--- src/rtl/cpu_pkg.sv ---
// Shared RV32I core types and constants.
// Fetch FSM encoding, NOP encoding and the default reset PC.
package cpu_pkg;

   typedef enum logic {
      F_IDLE,
      F_WAIT
   } fetch_state_t;

   localparam logic [31:0] NOP_INSTR        = 32'h0000_0013;
   localparam logic [31:0] DEFAULT_RESET_PC = 32'h0000_0000;

endpackage

--- src/rtl/pc_reg.sv ---
// Program counter register: reset value, word-aligned target load, +4 increment.
// Single-cycle update; load wins over increment; no backpressure of its own.
module pc_reg
   import cpu_pkg::*;
#(
   parameter int                    ADDR_WIDTH = 32,
   parameter logic [ADDR_WIDTH-1:0] RESET_PC   = ADDR_WIDTH'(DEFAULT_RESET_PC)
) (
   input  logic                  clk_i,
   input  logic                  rst_i,
   input  logic                  load_i,
   input  logic [ADDR_WIDTH-1:0] target_i,
   input  logic                  inc_i,
   output logic [ADDR_WIDTH-1:0] pc_o
);

   logic [ADDR_WIDTH-1:0] pc_q;
   logic [ADDR_WIDTH-1:0] pc_d;

   // Low two target bits are dropped so fetches always stay word aligned.
   always_comb begin
      pc_d = pc_q;
      if (load_i) begin
         pc_d = target_i & ~ADDR_WIDTH'(3);
      end else if (inc_i) begin
         pc_d = pc_q + ADDR_WIDTH'(4);
      end
   end

   always_ff @(posedge clk_i) begin
      if (rst_i) begin
         pc_q <= RESET_PC;
      end else begin
         pc_q <= pc_d;
      end
   end

   assign pc_o = pc_q;

endmodule

--- src/rtl/fetch_stage.sv ---
// Instruction fetch: one imem read outstanding, response lands in a one-entry slot one cycle later.
// Decode stall holds the slot and blocks new requests; redirects flush the slot and kill stale fetches.
module fetch_stage
   import cpu_pkg::*;
#(
   parameter int                    ADDR_WIDTH = 32,
   parameter logic [ADDR_WIDTH-1:0] RESET_PC   = ADDR_WIDTH'(DEFAULT_RESET_PC)
) (
   input  logic                  clk_i,
   input  logic                  rst_i,
   input  logic                  stall_i,
   input  logic                  redirect_i,
   input  logic [ADDR_WIDTH-1:0] target_i,
   output logic                  imem_req_o,
   output logic [ADDR_WIDTH-1:0] imem_addr_o,
   input  logic                  imem_rvalid_i,
   input  logic [31:0]           imem_rdata_i,
   output logic                  valid_o,
   output logic [31:0]           instr_o,
   output logic [ADDR_WIDTH-1:0] pc_o,
   output logic [ADDR_WIDTH-1:0] pc_plus4_o,
   output logic                  misalign_o
);

   fetch_state_t          state_q, state_d;
   logic                  kill_q, kill_d;
   logic                  valid_q, valid_d;
   logic                  misalign_q, misalign_d;
   logic [31:0]           instr_q, instr_d;
   logic [ADDR_WIDTH-1:0] pc_out_q, pc_out_d;
   logic [ADDR_WIDTH-1:0] fetch_pc;
   logic                  pc_load;
   logic                  pc_inc;
   logic                  req;

   pc_reg #(
      .ADDR_WIDTH (ADDR_WIDTH),
      .RESET_PC   (RESET_PC)
   ) u_pc_reg (
      .clk_i    (clk_i),
      .rst_i    (rst_i),
      .load_i   (pc_load),
      .target_i (target_i),
      .inc_i    (pc_inc),
      .pc_o     (fetch_pc)
   );

   always_comb begin
      state_d    = state_q;
      kill_d     = kill_q;
      valid_d    = valid_q & stall_i;
      instr_d    = instr_q;
      pc_out_d   = pc_out_q;
      misalign_d = misalign_q | (redirect_i & (target_i[1:0] != 2'b00));
      pc_load    = 1'b0;
      pc_inc     = 1'b0;
      req        = 1'b0;

      if (redirect_i) begin
         pc_load = 1'b1;
         valid_d = 1'b0;
         // A response arriving with the redirect is dropped outright; otherwise it is marked stale.
         if (state_q == F_WAIT) begin
            if (imem_rvalid_i) begin
               state_d = F_IDLE;
               kill_d  = 1'b0;
            end else begin
               kill_d  = 1'b1;
            end
         end
      end else begin
         unique case (state_q)
            F_IDLE: begin
               if (!valid_q || !stall_i) begin
                  req     = 1'b1;
                  state_d = F_WAIT;
               end
            end
            F_WAIT: begin
               if (imem_rvalid_i) begin
                  state_d = F_IDLE;
                  if (kill_q) begin
                     kill_d = 1'b0;
                  end else begin
                     valid_d  = 1'b1;
                     instr_d  = imem_rdata_i;
                     pc_out_d = fetch_pc;
                     pc_inc   = 1'b1;
                  end
               end
            end
            default: state_d = F_IDLE;
         endcase
      end
   end

   always_ff @(posedge clk_i) begin
      if (rst_i) begin
         state_q    <= F_IDLE;
         kill_q     <= 1'b0;
         valid_q    <= 1'b0;
         instr_q    <= NOP_INSTR;
         pc_out_q   <= RESET_PC;
         misalign_q <= 1'b0;
      end else begin
         state_q    <= state_d;
         kill_q     <= kill_d;
         valid_q    <= valid_d;
         instr_q    <= instr_d;
         pc_out_q   <= pc_out_d;
         misalign_q <= misalign_d;
      end
   end

   assign imem_req_o  = req & ~rst_i;
   assign imem_addr_o = fetch_pc;
   assign valid_o     = valid_q;
   assign instr_o     = instr_q;
   assign pc_o        = pc_out_q;
   assign pc_plus4_o  = pc_out_q + ADDR_WIDTH'(4);
   assign misalign_o  = misalign_q;

endmodule

--- config.mk ---
export PLATFORM = sky130hd
export DESIGN_NAME = fetch_stage
export DESIGN_NICKNAME = d
export VERILOG_FILES = /design/src/rtl/cpu_pkg.sv /design/src/rtl/pc_reg.sv /design/src/rtl/fetch_stage.sv
export SDC_FILE = /design/constraint.sdc
export NUM_CORES = 1
export LEC_CHECK = 0
export ABC_CLOCK_PERIOD_IN_PS = 2600
export CELL_PAD_IN_SITES_DETAIL_PLACEMENT = 2
export CELL_PAD_IN_SITES_GLOBAL_PLACEMENT = 2
export CORE_ASPECT_RATIO = 0.8
export CORE_MARGIN = 2
export CORE_UTILIZATION = 35
export CTS_BUF_LIST = sky130_fd_sc_hd__clkbuf_4 sky130_fd_sc_hd__clkbuf_8
export CTS_CLUSTER_DIAMETER = 200
export DETAILED_ROUTE_END_ITERATION = 7
export DONT_BUFFER_PORTS = 1
export PLACE_DENSITY = 0.84
export SETUP_SLACK_MARGIN = 0.5
export SLEW_MARGIN = 20
export SYNTH_ARGS = -nofsm -noshare
export SYNTH_HDL_FRONTEND = slang
export SYNTH_SLANG_ARGS = --single-unit
--- constraint.sdc ---
create_clock -name clk_i -period 2.6 [get_ports clk_i]
set_input_delay 0.13 -clock clk_i [delete_from_list [all_inputs] [get_ports clk_i]]
set_output_delay 0.13 -clock clk_i [all_outputs]
set_load 0.01 [all_outputs]
==> impl_metrics.json <==
{
  "status": "completed",
  "power_density_mw_per_mm2": 494,
  "pre_cts_slack_ps": 307,
  "die_y_um": 107,
  "track_usage_pct": 29.4,
  "drt-total-wl_um": 21800,
  "pin_count": 200,
  "die_w_um": 133,
  "fin_area_mm2": 0.00616,
  "hold_slack_ps": 16.8,
  "avgSynthCellArea_um2": 7.76,
  "yosysTopAreaCellShare_pct": 41.2,
  "dr.pass1.iters": 5,
  "final_core_util_pct": 47.7,
  "postPlaceCellArea_mm2": 0.00483,
  "holdPathStages": 2,
  "post-route-min-period_ps": 2250,
  "final_cells": 850,
  "vias": 5097,
  "final.setup.tns_ps": 0,
  "coreArea_mm2": 0.0129,
  "fin_ws_ps": 353,
  "cp-end-kind": "register",
  "num_rows": 37,
  "critPathLaunchType": "register",
  "diodes": 0,
  "cpPeakStageDelay_ps": 540,
  "synthFlopType": "dfxtp_1",
  "hpwlAfterDp_um": 12100,
  "drive_above_1_share_pct": 18.2,
  "rsz0062_at_grt": "yes",
  "slew_viol_final": 0,
  "io_buffers": 0,
  "synthTopCellsByCount": "150 x nand2_1, 96 x dfxtp_1, 63 x a21oi_1",
  "syn2layout_area_growth_pct": 32.0,
  "p_total_mw": 3.04,
  "yosysSeqAreaShare_pct": 41.2,
  "ys_warn_count": 0,
  "synth_area_mm2": 0.00467,
  "synth_seq_cells": 96,
  "wire_per_inst_um": 25.6,
  "synth.most_common_cell": "nand2_1",
  "cts_tree": "yes",
  "drv_cap": 0,
  "crit_fanout": 6,
  "worstPathArrival_ps": 2520,
  "cts-root-buf": "clkbuf_8",
  "drc": 0,
  "cts.path.max_buffers": 2,
  "fmax_ghz": 0.445,
  "start_util_pct": 36.1,
  "fin_nets": 741,
  "antenna_found_initial": 0,
  "worstRegToRegCells": 5,
  "cts.sinks": 96,
  "skew_ps": 12.4,
  "first_iter_violations": 354,
  "critPathRequiredTime_ps": 2880,
  "leakage_nw": 2.18,
  "yosysUniqueCellTypes": 49,
  "fin_crit_sh_pct": 86.4,
  "slowest_stage": "or4_4",
  "clock_latency_ps": 380,
  "criticalPathCategory": "reg2reg",
  "vias_per_cell": 6.00,
  "path_clk_slew_ps": 100,
  "path_cells": "ha_1 -> nand4b_1 -> or4_4 -> or3_1 -> a311oi_2",
  "grt_pass1_vias": 5691,
  "grt_pass1_wl_um": 32600,
  "ctsHtreeMaxLevel": 3,
  "postRouteAntennaNets": 0,
  "grt_max_degree": 87,
  "max-vdd-ir-drop_mv": 0.275,
  "hold_viol": 0,
  "synthTopCellsByArea": "dfxtp_1 41%, nand2_1 12%, a21oi_1 6.8%",
  "synth-edff-count": 0,
  "synthCells": 601,
  "synth_top_cell_by_area": "dfxtp_1",
  "dp.cells": 748,
  "relSlewSlack_pct": 51.4,
  "overflow": 0,
  "ys_async_sr_fraction_pct": 0,
  "setup_viol": 0,
  "dieArea_mm2": 0.0143,
  "tightest_slew_ps": 711,
  "regToRegSetupSlack_ps": 350,
  "hold_class": "in2reg",
  "place_congestion": 0.776,
  "numCtsBuffers": 9
}
==> flip-flops by register name, summed over array words and instances (netlist names) <==
register       count
u_pc_reg.pc_o     30
pc_o              30
instr_o           32
misalign_o         1
state_q            1
valid_o            1
kill_q             1
==> per-layer routing <==
| layer | share of wire, % | vias to the layer above | GRT usage (%) |
|---|---|---|---|
| li1 | - | 2241 | - |
| met1 | 38 | 2558 | 34.3 |
| met2 | 51 | 244 | 51.2 |
| met3 | 7.9 | 54 | 7.72 |
| met4 | 3.1 | 0 | 12.6 |
| met5 | 0 | - | 0 |
==> cells in the final DEF (no fill, tap or decap), types with 3 or more instances in the layout <==
cell type      instances
o21ai_0               11
xor2_1                19
or3_1                  8
and4_2                 3
buf_4                 29
o31a_1                 4
dfxtp_2               17
nor4_1                 6
xnor2_1               12
nor3_1                 6
dfxtp_4               14
a21oi_1               63
and2_1                 3
nor4_2                 7
nand3_1               23
xor2_2                 4
nor2_1                25
and4_1                 4
a211oi_1               8
nor3_2                 3
dfxtp_1               65
dlygate4sd3_1         67
a311oi_1              10
nand4_1               20
conb_1                 6
and3_1                 3
inv_1                 10
nand2_1              149
or4_1                  7
o31ai_1                6
clkbuf_8              11
==> path summary, 6_finish.rpt <==
| check | to | startpoint |
|---|---|---|
| max | u_pc_reg.pc_o[20] | u_pc_reg.pc_o[3] |
| min | state_q | rst_i |
| max reg2reg | u_pc_reg.pc_o[20] | u_pc_reg.pc_o[3] |
| min reg2reg | pc_o[19] | pc_o[19] |
==> final cells by class <==
cell class                 instances  area [um2]
fill                            1396        6760
multi-input combinational        452        2730
sequential                        96        2000
timing repair buffer             100         967
tap                              175         219
clock buffer                      11         151
clock inverter                     5        55.1
inverter                          11        41.3
==> kinds of logic after synthesis <==
| logic type | synth area share (%) |
|---|---|
| fa+ha+maj | 0.536 |
| simple gates | 29.6 |
| flops | 41.2 |
| buf+inv | 5.60 |
| mux | 0.241 |
| other cells | 0.0804 |
| compound gates | 15.8 |
| xor+xnor | 6.95 |
==> critical path, delay by kind of cell (launching register included) <==
family	cells	cell delay, ps
simple gates	3	1230
compound gates	1	390
flops	1	350
fa+ha+maj	1	180
==> repair_timing <==
item,4_1_cts,5_1_grt
setup endpoints to repair,30,60
setup buffers,12,6
cloned,0,0
resized for setup,51,36
hold buffers,68,0
pin swaps,8,11
hold endpoints to repair,96,0
==> report_power, final <==
| group | internal [mW] | switching, mW | leakage, nW |
|---|---|---|---|
| Combinational | 0.154 | 0.186 | 1.28 |
| Clock | 0.494 | 0.568 | 0.101 |
| Sequential | 1.52 | 0.120 | 0.800 |
| Total | 2.17 | 0.874 | 2.18 |
Note: power is estimated with default switching activity, not from simulation.
